--- config.mk ---
export PLATFORM = sky130hd
export DESIGN_NAME = feistel_round_engine
export DESIGN_NICKNAME = d
export VERILOG_FILES = /design/src/rtl/feistel_round_engine.sv
export SDC_FILE = /design/constraint.sdc
export NUM_CORES = 1
export LEC_CHECK = 0
export CORE_ASPECT_RATIO = 1.2
export CORE_UTILIZATION = 58
export CTS_CLUSTER_SIZE = 14
export DETAILED_ROUTE_END_ITERATION = 8
export PLACE_DENSITY_LB_ADDON = 0.12
export SYNTH_ARGS = -nofsm -noshare
export SYNTH_HDL_FRONTEND = slang
export SYNTH_SLANG_ARGS = --single-unit
--- constraint.sdc ---
create_clock -name clock -period 7.8 [get_ports clock]
set_input_delay 1.56 -clock clock [delete_from_list [all_inputs] [get_ports clock]]
set_output_delay 1.56 -clock clock [all_outputs]
set_load 0.03 [all_outputs]
--- src/rtl/feistel_round_engine.sv ---
// -----------------------------------------------------------------------------
// feistel_round_engine
//
// Iterative Feistel block cipher. One round is computed per clock; each block
// is encrypted or decrypted according to the mode sampled when it is accepted.
// The engine sits between the key/text shift registers and the display mux and
// uses valid/ready handshakes on both sides so a front-end can stream blocks.
//
// Optional build macro: FEISTEL_CHAIN_EN
//   Defined   -> CBC-style chaining through an internal chain register.
//   Undefined -> each block is processed independently (ECB).
//
// Parameters:
//   BLOCK_W     block width, even and >= 8 (half width H = BLOCK_W/2)
//   NUM_ROUNDS  Feistel rounds per block, >= 1
//   ROUND_CONST round-constant multiplier (low H bits of each product used)
//
// Ports:
//   clock      in   rising-edge clock
//   reset      in   synchronous, active-high; aborts any block in flight
//   mode       in   0 = encrypt, 1 = decrypt (sampled on input handshake)
//   key        in   cipher key (sampled on input handshake)
//   in_data    in   input block {L,R}, L in the upper half
//   in_valid   in   input block offered
//   in_ready   out  engine idle and able to accept a block
//   out_data   out  result block {L,R}, held until the output handshake
//   out_valid  out  result available
//   out_ready  in   consumer accepts the result
//   busy       out  rounds executing
// -----------------------------------------------------------------------------
module feistel_round_engine #(
    parameter int          BLOCK_W     = 16,
    parameter int          NUM_ROUNDS  = 8,
    parameter logic [31:0] ROUND_CONST = 32'h9E3779B9
) (
    input  logic               clock,
    input  logic               reset,
    input  logic               mode,
    input  logic [BLOCK_W-1:0] key,
    input  logic [BLOCK_W-1:0] in_data,
    input  logic               in_valid,
    output logic               in_ready,
    output logic [BLOCK_W-1:0] out_data,
    output logic               out_valid,
    input  logic               out_ready,
    output logic               busy
);

    localparam int H  = BLOCK_W / 2;
    localparam int CW = $clog2(NUM_ROUNDS) + 1;
    // Wide enough that (r+1)*ROUND_CONST never overflows before truncation.
    localparam int PW = H + 32 + CW;
    localparam logic [CW-1:0] LAST_R = CW'(NUM_ROUNDS - 1);

    typedef enum logic [1:0] {IDLE, RUN, DONE} state_t;

    // F(x,k) = rotl(x^k, 3) ^ (x + k), all H bits wide.
    function automatic logic [H-1:0] round_f(input logic [H-1:0] x,
                                             input logic [H-1:0] k);
        logic [H-1:0] t;
        t = x ^ k;
        return {t[H-4:0], t[H-1:H-3]} ^ (x + k);
    endfunction

    // Even rounds use the low key half, odd rounds the high half.
    function automatic logic [H-1:0] subkey(input logic [CW-1:0]      r,
                                            input logic [BLOCK_W-1:0] k);
        logic [H-1:0] khalf;
        khalf = r[0] ? k[BLOCK_W-1:H] : k[H-1:0];
        return khalf ^ H'((PW'(r) + PW'(1)) * PW'(ROUND_CONST));
    endfunction

    function automatic logic [BLOCK_W-1:0] enc_round(input logic [BLOCK_W-1:0] b,
                                                     input logic [H-1:0]       k);
        logic [H-1:0] l;
        logic [H-1:0] r;
        l = b[BLOCK_W-1:H];
        r = b[H-1:0];
        return {r, l ^ round_f(r, k)};
    endfunction

    // Exact inverse of enc_round for the same subkey.
    function automatic logic [BLOCK_W-1:0] dec_round(input logic [BLOCK_W-1:0] b,
                                                     input logic [H-1:0]       k);
        logic [H-1:0] l;
        logic [H-1:0] r;
        l = b[BLOCK_W-1:H];
        r = b[H-1:0];
        return {r ^ round_f(l, k), l};
    endfunction

    state_t             state_q, state_d;
    logic [CW-1:0]      ctr_q, ctr_d;
    logic               mode_q, mode_d;
    logic [BLOCK_W-1:0] key_q, key_d;
    logic [BLOCK_W-1:0] blk_q, blk_d;
    logic [BLOCK_W-1:0] out_q, out_d;
`ifdef FEISTEL_CHAIN_EN
    logic [BLOCK_W-1:0] chain_q, chain_d;
    logic [BLOCK_W-1:0] cin_q, cin_d;
`endif

    logic [H-1:0]       sk;
    logic [BLOCK_W-1:0] round_res;
    logic               last_round;

    always_comb begin
        state_d = state_q;
        ctr_d   = ctr_q;
        mode_d  = mode_q;
        key_d   = key_q;
        blk_d   = blk_q;
        out_d   = out_q;
`ifdef FEISTEL_CHAIN_EN
        chain_d = chain_q;
        cin_d   = cin_q;
`endif
        sk         = subkey(ctr_q, key_q);
        round_res  = mode_q ? dec_round(blk_q, sk) : enc_round(blk_q, sk);
        last_round = mode_q ? (ctr_q == '0) : (ctr_q == LAST_R);

        case (state_q)
            IDLE: begin
                if (in_valid) begin
                    state_d = RUN;
                    mode_d  = mode;
                    key_d   = key;
                    ctr_d   = mode ? LAST_R : '0;
`ifdef FEISTEL_CHAIN_EN
                    blk_d   = mode ? in_data : (in_data ^ chain_q);
                    cin_d   = in_data;
`else
                    blk_d   = in_data;
`endif
                end
            end
            RUN: begin
                blk_d = round_res;
                if (last_round) begin
                    state_d = DONE;
`ifdef FEISTEL_CHAIN_EN
                    out_d   = mode_q ? (round_res ^ chain_q) : round_res;
`else
                    out_d   = round_res;
`endif
                end else begin
                    // Counter stops on the last round, so it never wraps.
                    ctr_d = mode_q ? (ctr_q - CW'(1)) : (ctr_q + CW'(1));
                end
            end
            DONE: begin
                if (out_ready) begin
                    state_d = IDLE;
`ifdef FEISTEL_CHAIN_EN
                    // Chain always carries the ciphertext of the last block.
                    chain_d = mode_q ? cin_q : out_q;
`endif
                end
            end
            default: state_d = IDLE;
        endcase
    end

    always_ff @(posedge clock) begin
        if (reset) begin
            state_q <= IDLE;
            ctr_q   <= '0;
            out_q   <= '0;
`ifdef FEISTEL_CHAIN_EN
            chain_q <= '0;
`endif
        end else begin
            state_q <= state_d;
            ctr_q   <= ctr_d;
            out_q   <= out_d;
`ifdef FEISTEL_CHAIN_EN
            chain_q <= chain_d;
`endif
        end
    end

    // Working data registers carry no reset; the FSM qualifies their use.
    always_ff @(posedge clock) begin
        mode_q <= mode_d;
        key_q  <= key_d;
        blk_q  <= blk_d;
`ifdef FEISTEL_CHAIN_EN
        cin_q  <= cin_d;
`endif
    end

    assign in_ready  = (state_q == IDLE);
    assign busy      = (state_q == RUN);
    assign out_valid = (state_q == DONE);
    assign out_data  = out_q;

endmodule

==> impl_metrics.py <==
metrics = {
    "power_and_ir_drop": {
        "power_switching_uw": 875.3,
        "p_leak_nw": 1.620,
        "p_sw_share_pct": 45.26,
        "ir_drop_mv": 0.2160,
        "p_per_area_mw_per_mm2": 462.2,
        "power.internal_mw": 1.059,
        "pwr-share-comb_pct": 68.8,
        "seqPwrFrac_pct": 21.9,
        "p_clk_share_pct": 9.3,
    },
    "die": {
        "initial_core_util_pct": 60.81,
        "dieHeight_um": 87,
        "io_pins": 56,
        "core_area_mm2": 0.005743,
        "dieArea_mm2": 0.006337,
        "rows": 30,
        "die_w_um": 72.84,
    },
    "sta": {
        "worstMarginPinSlew_ns": 1.203,
        "relSlewSlack_pct": 19.81,
        "skew_ns": 0.01425,
        "drv_slew": 0,
        "rsz0062_at_grt": "no",
        "fin_setup_tns_ns": 0,
        "period_minus_slack_ns": 5.080,
        "finalHoldViolations": 0,
        "hold_slack_ns": 0.5046,
        "finalSetupViolations": 0,
        "max_freq_mhz": 196.8,
        "finalCritPeriodShare_pct": 65.13,
    },
    "global_routing": {
        "grt_pass1_wl_um": 12810,
        "grt_max_degree": 36,
        "grt_overflow": 0,
        "antenna_found_initial": 0,
        "grt_pass1_vias": 2732,
        "grt.total_usage_pct": 27.48,
    },
    "worst_hold_path": {
        "worstHoldEndpoint": "out_data[12]",
        "min_path_cells": 2,
        "hp-start": "out_data[12]",
        "hold_class": "flop to flop",
    },
    "clock_network": {
        "ctsResizeCount": 0,
        "cts_buffers": 5,
        "clock_path_buffers": 2,
        "hold_buffers": 0,
        "clk_pin_slew_ns": 0.11,
        "clock_latency_ns": 0.32,
        "cts_sinks": 55,
        "h-tree-depth": 2,
        "postCtsSetupRepairBufs": 0,
        "cts_root_buf": "clkbuf_8",
        "cts_tree": "yes",
    },
    "cells_and_area": {
        "area_growth_pct": 19.81,
        "fin_util_pct": 72.85,
        "antennaDiodeCount": 0,
        "layout-drive-gt1-share_pct": 5.038,
        "finalNetCount": 464,
    },
    "logic_synthesis": {
        "yosysWarnings": 0,
        "syn_area_per_cell_um2": 10.03,
        "syn_inst": 348,
        "synth_nets": 416,
        "yosysUniqueCellTypes": 48,
        "synth_area_leaders": "edfxtp_1 (28%), dfxtp_1 (13%), xnor2_1 (11%)",
        "ys_seq_area_share_pct": 40.99,
        "netlist.area_leader.share_pct": 28.38,
        "synth_seq_cells": 55,
        "synth_top_cell_by_area": "edfxtp_1",
        "netlist_area_mm2": 0.003492,
    },
    "critical_path": {
        "cp-end-kind": "flop",
        "worstPathArrival_ns": 5.12,
        "rr_worst_depth": 15,
        "critPathKind": "flop to flop",
        "worstReg2RegEnd": "blk_q[15]",
        "path_max_fanout": 16,
        "critPathLaunchType": "flop",
        "worstReg2RegStart": "ctr_q[0]",
        "crit_required_ns": 7.84,
        "rrSetupSlack_ns": 2.72,
    },
    "drt": {
        "routedWlPerCell_um": 17.05,
        "vias_per_cell": 5.564,
        "drt_iter0_markers": 163,
        "routed_wirelength_um": 8133,
        "antenna_left": 0,
        "vias": 2654,
        "drc": 0,
        "drtPass1Iterations": 5,
    },
    "place": {
        "io_buffers": 55,
        "routabilityCongestion": 0.8762,
        "hpwl_um": 6328,
    },
    "job": {
        "maxCapViolations": 0,
    },
    "run_status": {
        "status": "finished clean",
    },
}
[power by group through the flow]
| stage | sequential, mW | clock, mW | combinational [mW] |
|---|---|---|---|
| after global placement | 0.427 | 0 | 1.27 |
| after floorplan | 0.421 | 0 | 1.02 |
| after CTS | 0.422 | 0.181 | 1.32 |
| after detailed placement | 0.428 | 0 | 1.31 |
| after global routing | 0.427 | 0.192 | 1.45 |
| final | 0.423 | 0.180 | 1.33 |
[cell type report]
class                           count  area (µm²)
Multi-Input combinational cell    257        1913
Fill cell                         449        1559
Sequential cell                    55        1431
Timing Repair Buffer               55       550.5
Tap cell                           80       100.1
Clock buffer                        7       97.59
Inverter                           22       82.58
Clock inverter                      1       8.758
[cells by family after synthesis]
| group | synth area share, % |
|---|---|
| fa+ha+maj | 12.18 |
| mux | 1.433 |
| flops | 40.99 |
| compound gates | 13.65 |
| xor+xnor | 16.55 |
| simple gates | 10.96 |
| buf+inv | 4.228 |
[worst max path at each step]
stage | from | endpoint | cells after the start | slack [ns]
after floorplan | ctr_q[0] | blk_q[15] | 16 | 3.09
after global routing | ctr_q[0] | blk_q[7] | 17 | 2.35
after detailed placement | ctr_q[0] | blk_q[15] | 15 | 2.71
after CTS | ctr_q[0] | blk_q[7] | 16 | 2.73
final | ctr_q[0] | blk_q[15] | 15 | 2.72
after global placement | ctr_q[0] | blk_q[7] | 16 | 2.91
[cell usage in the layout (no fill, tap or decap), drive strengths merged, types with 2 or more instances in the layout]
cell / instances
clkbuf: 7
a211oi: 18
nand2: 25
a21oi: 12
dfxtp: 22
o21ai: 28
a31o: 2
nand3: 3
clkdlybuf4s50: 55
fa: 5
nor2b: 5
edfxtp: 33
a21o: 7
ha: 26
nand3b: 3
xor2: 16
nand2b: 2
xnor3: 2
and2: 2
inv: 23
xnor2: 43
mux2i: 5
nor2: 39
[per-layer routing]
layer	wire (µm)	track usage, %	part of all wire (%)	vias to the layer above
met3	268	4.051	3.3	25
met4	333	12.66	4.1	0
met1	3167	29.21	39	1249
met2	4363	52.51	54	90
li1	-	-	-	1290
met5	0	0	0	-
[critical path, stage by stage (launching register included)]
cell      delay (ns)
dfxtp_1         0.77
inv_1           0.28
ha_1            0.46
ha_1            0.31
inv_1           0.05
fa_1            0.50
fa_1            0.45
xnor2_1         0.20
xnor2_1         0.13
ha_1            0.22
or4b_2          0.68
o221ai_1        0.23
xnor2_1         0.14
nor2_1          0.07
xnor2_1         0.22
o21ai_1         0.09
[synthesized netlist by cell type, drive strengths merged]
cell type  instances
a311oi             1
mux2i              5
xnor2             43
nand2b             2
o21ai             28
dfxtp             22
nor2b              5
nand3              3
o21bai             1
fa                 5
o221ai             1
xor2              16
or3                1
nand3b             3
clkbuf            10
a21boi             1
nor3               1
a31o               2
ha                26
nand2             25
nor3b              1
buf                4
inv               22
and3               1
a211oi            18
a21oi             12
a31oi              1
a22oi              1
a21o               7
o21a               1
xnor3              2
and2               2
or4b               1
o211ai             1
or2                1
nor2              39
edfxtp            33
[sequential cells by signal, summed over array words and instances (netlist names)]
| register | flops |
|---|---|
| out_data | 16 |
| key_q | 16 |
| blk_q | 16 |
| state_q | 2 |
| ctr_q | 4 |
| mode_q | 1 |
[metrics by stage]
stage / power, mW / cells / cell area (µm²) / setup slack [ns]
5_1_grt: 2.070 / 477 / 4184 / 2.347
3_3_place_gp: 1.702 / 469 / 4078 / 2.909
4_1_cts: 1.926 / 477 / 4184 / 2.727
3_5_place_dp: 1.734 / 469 / 4078 / 2.711
6_report: 1.934 / 477 / 4184 / 2.720
2_1_floorplan: 1.445 / 348 / 3492 / 3.085
Note: power is estimated with default switching activity, not from simulation.
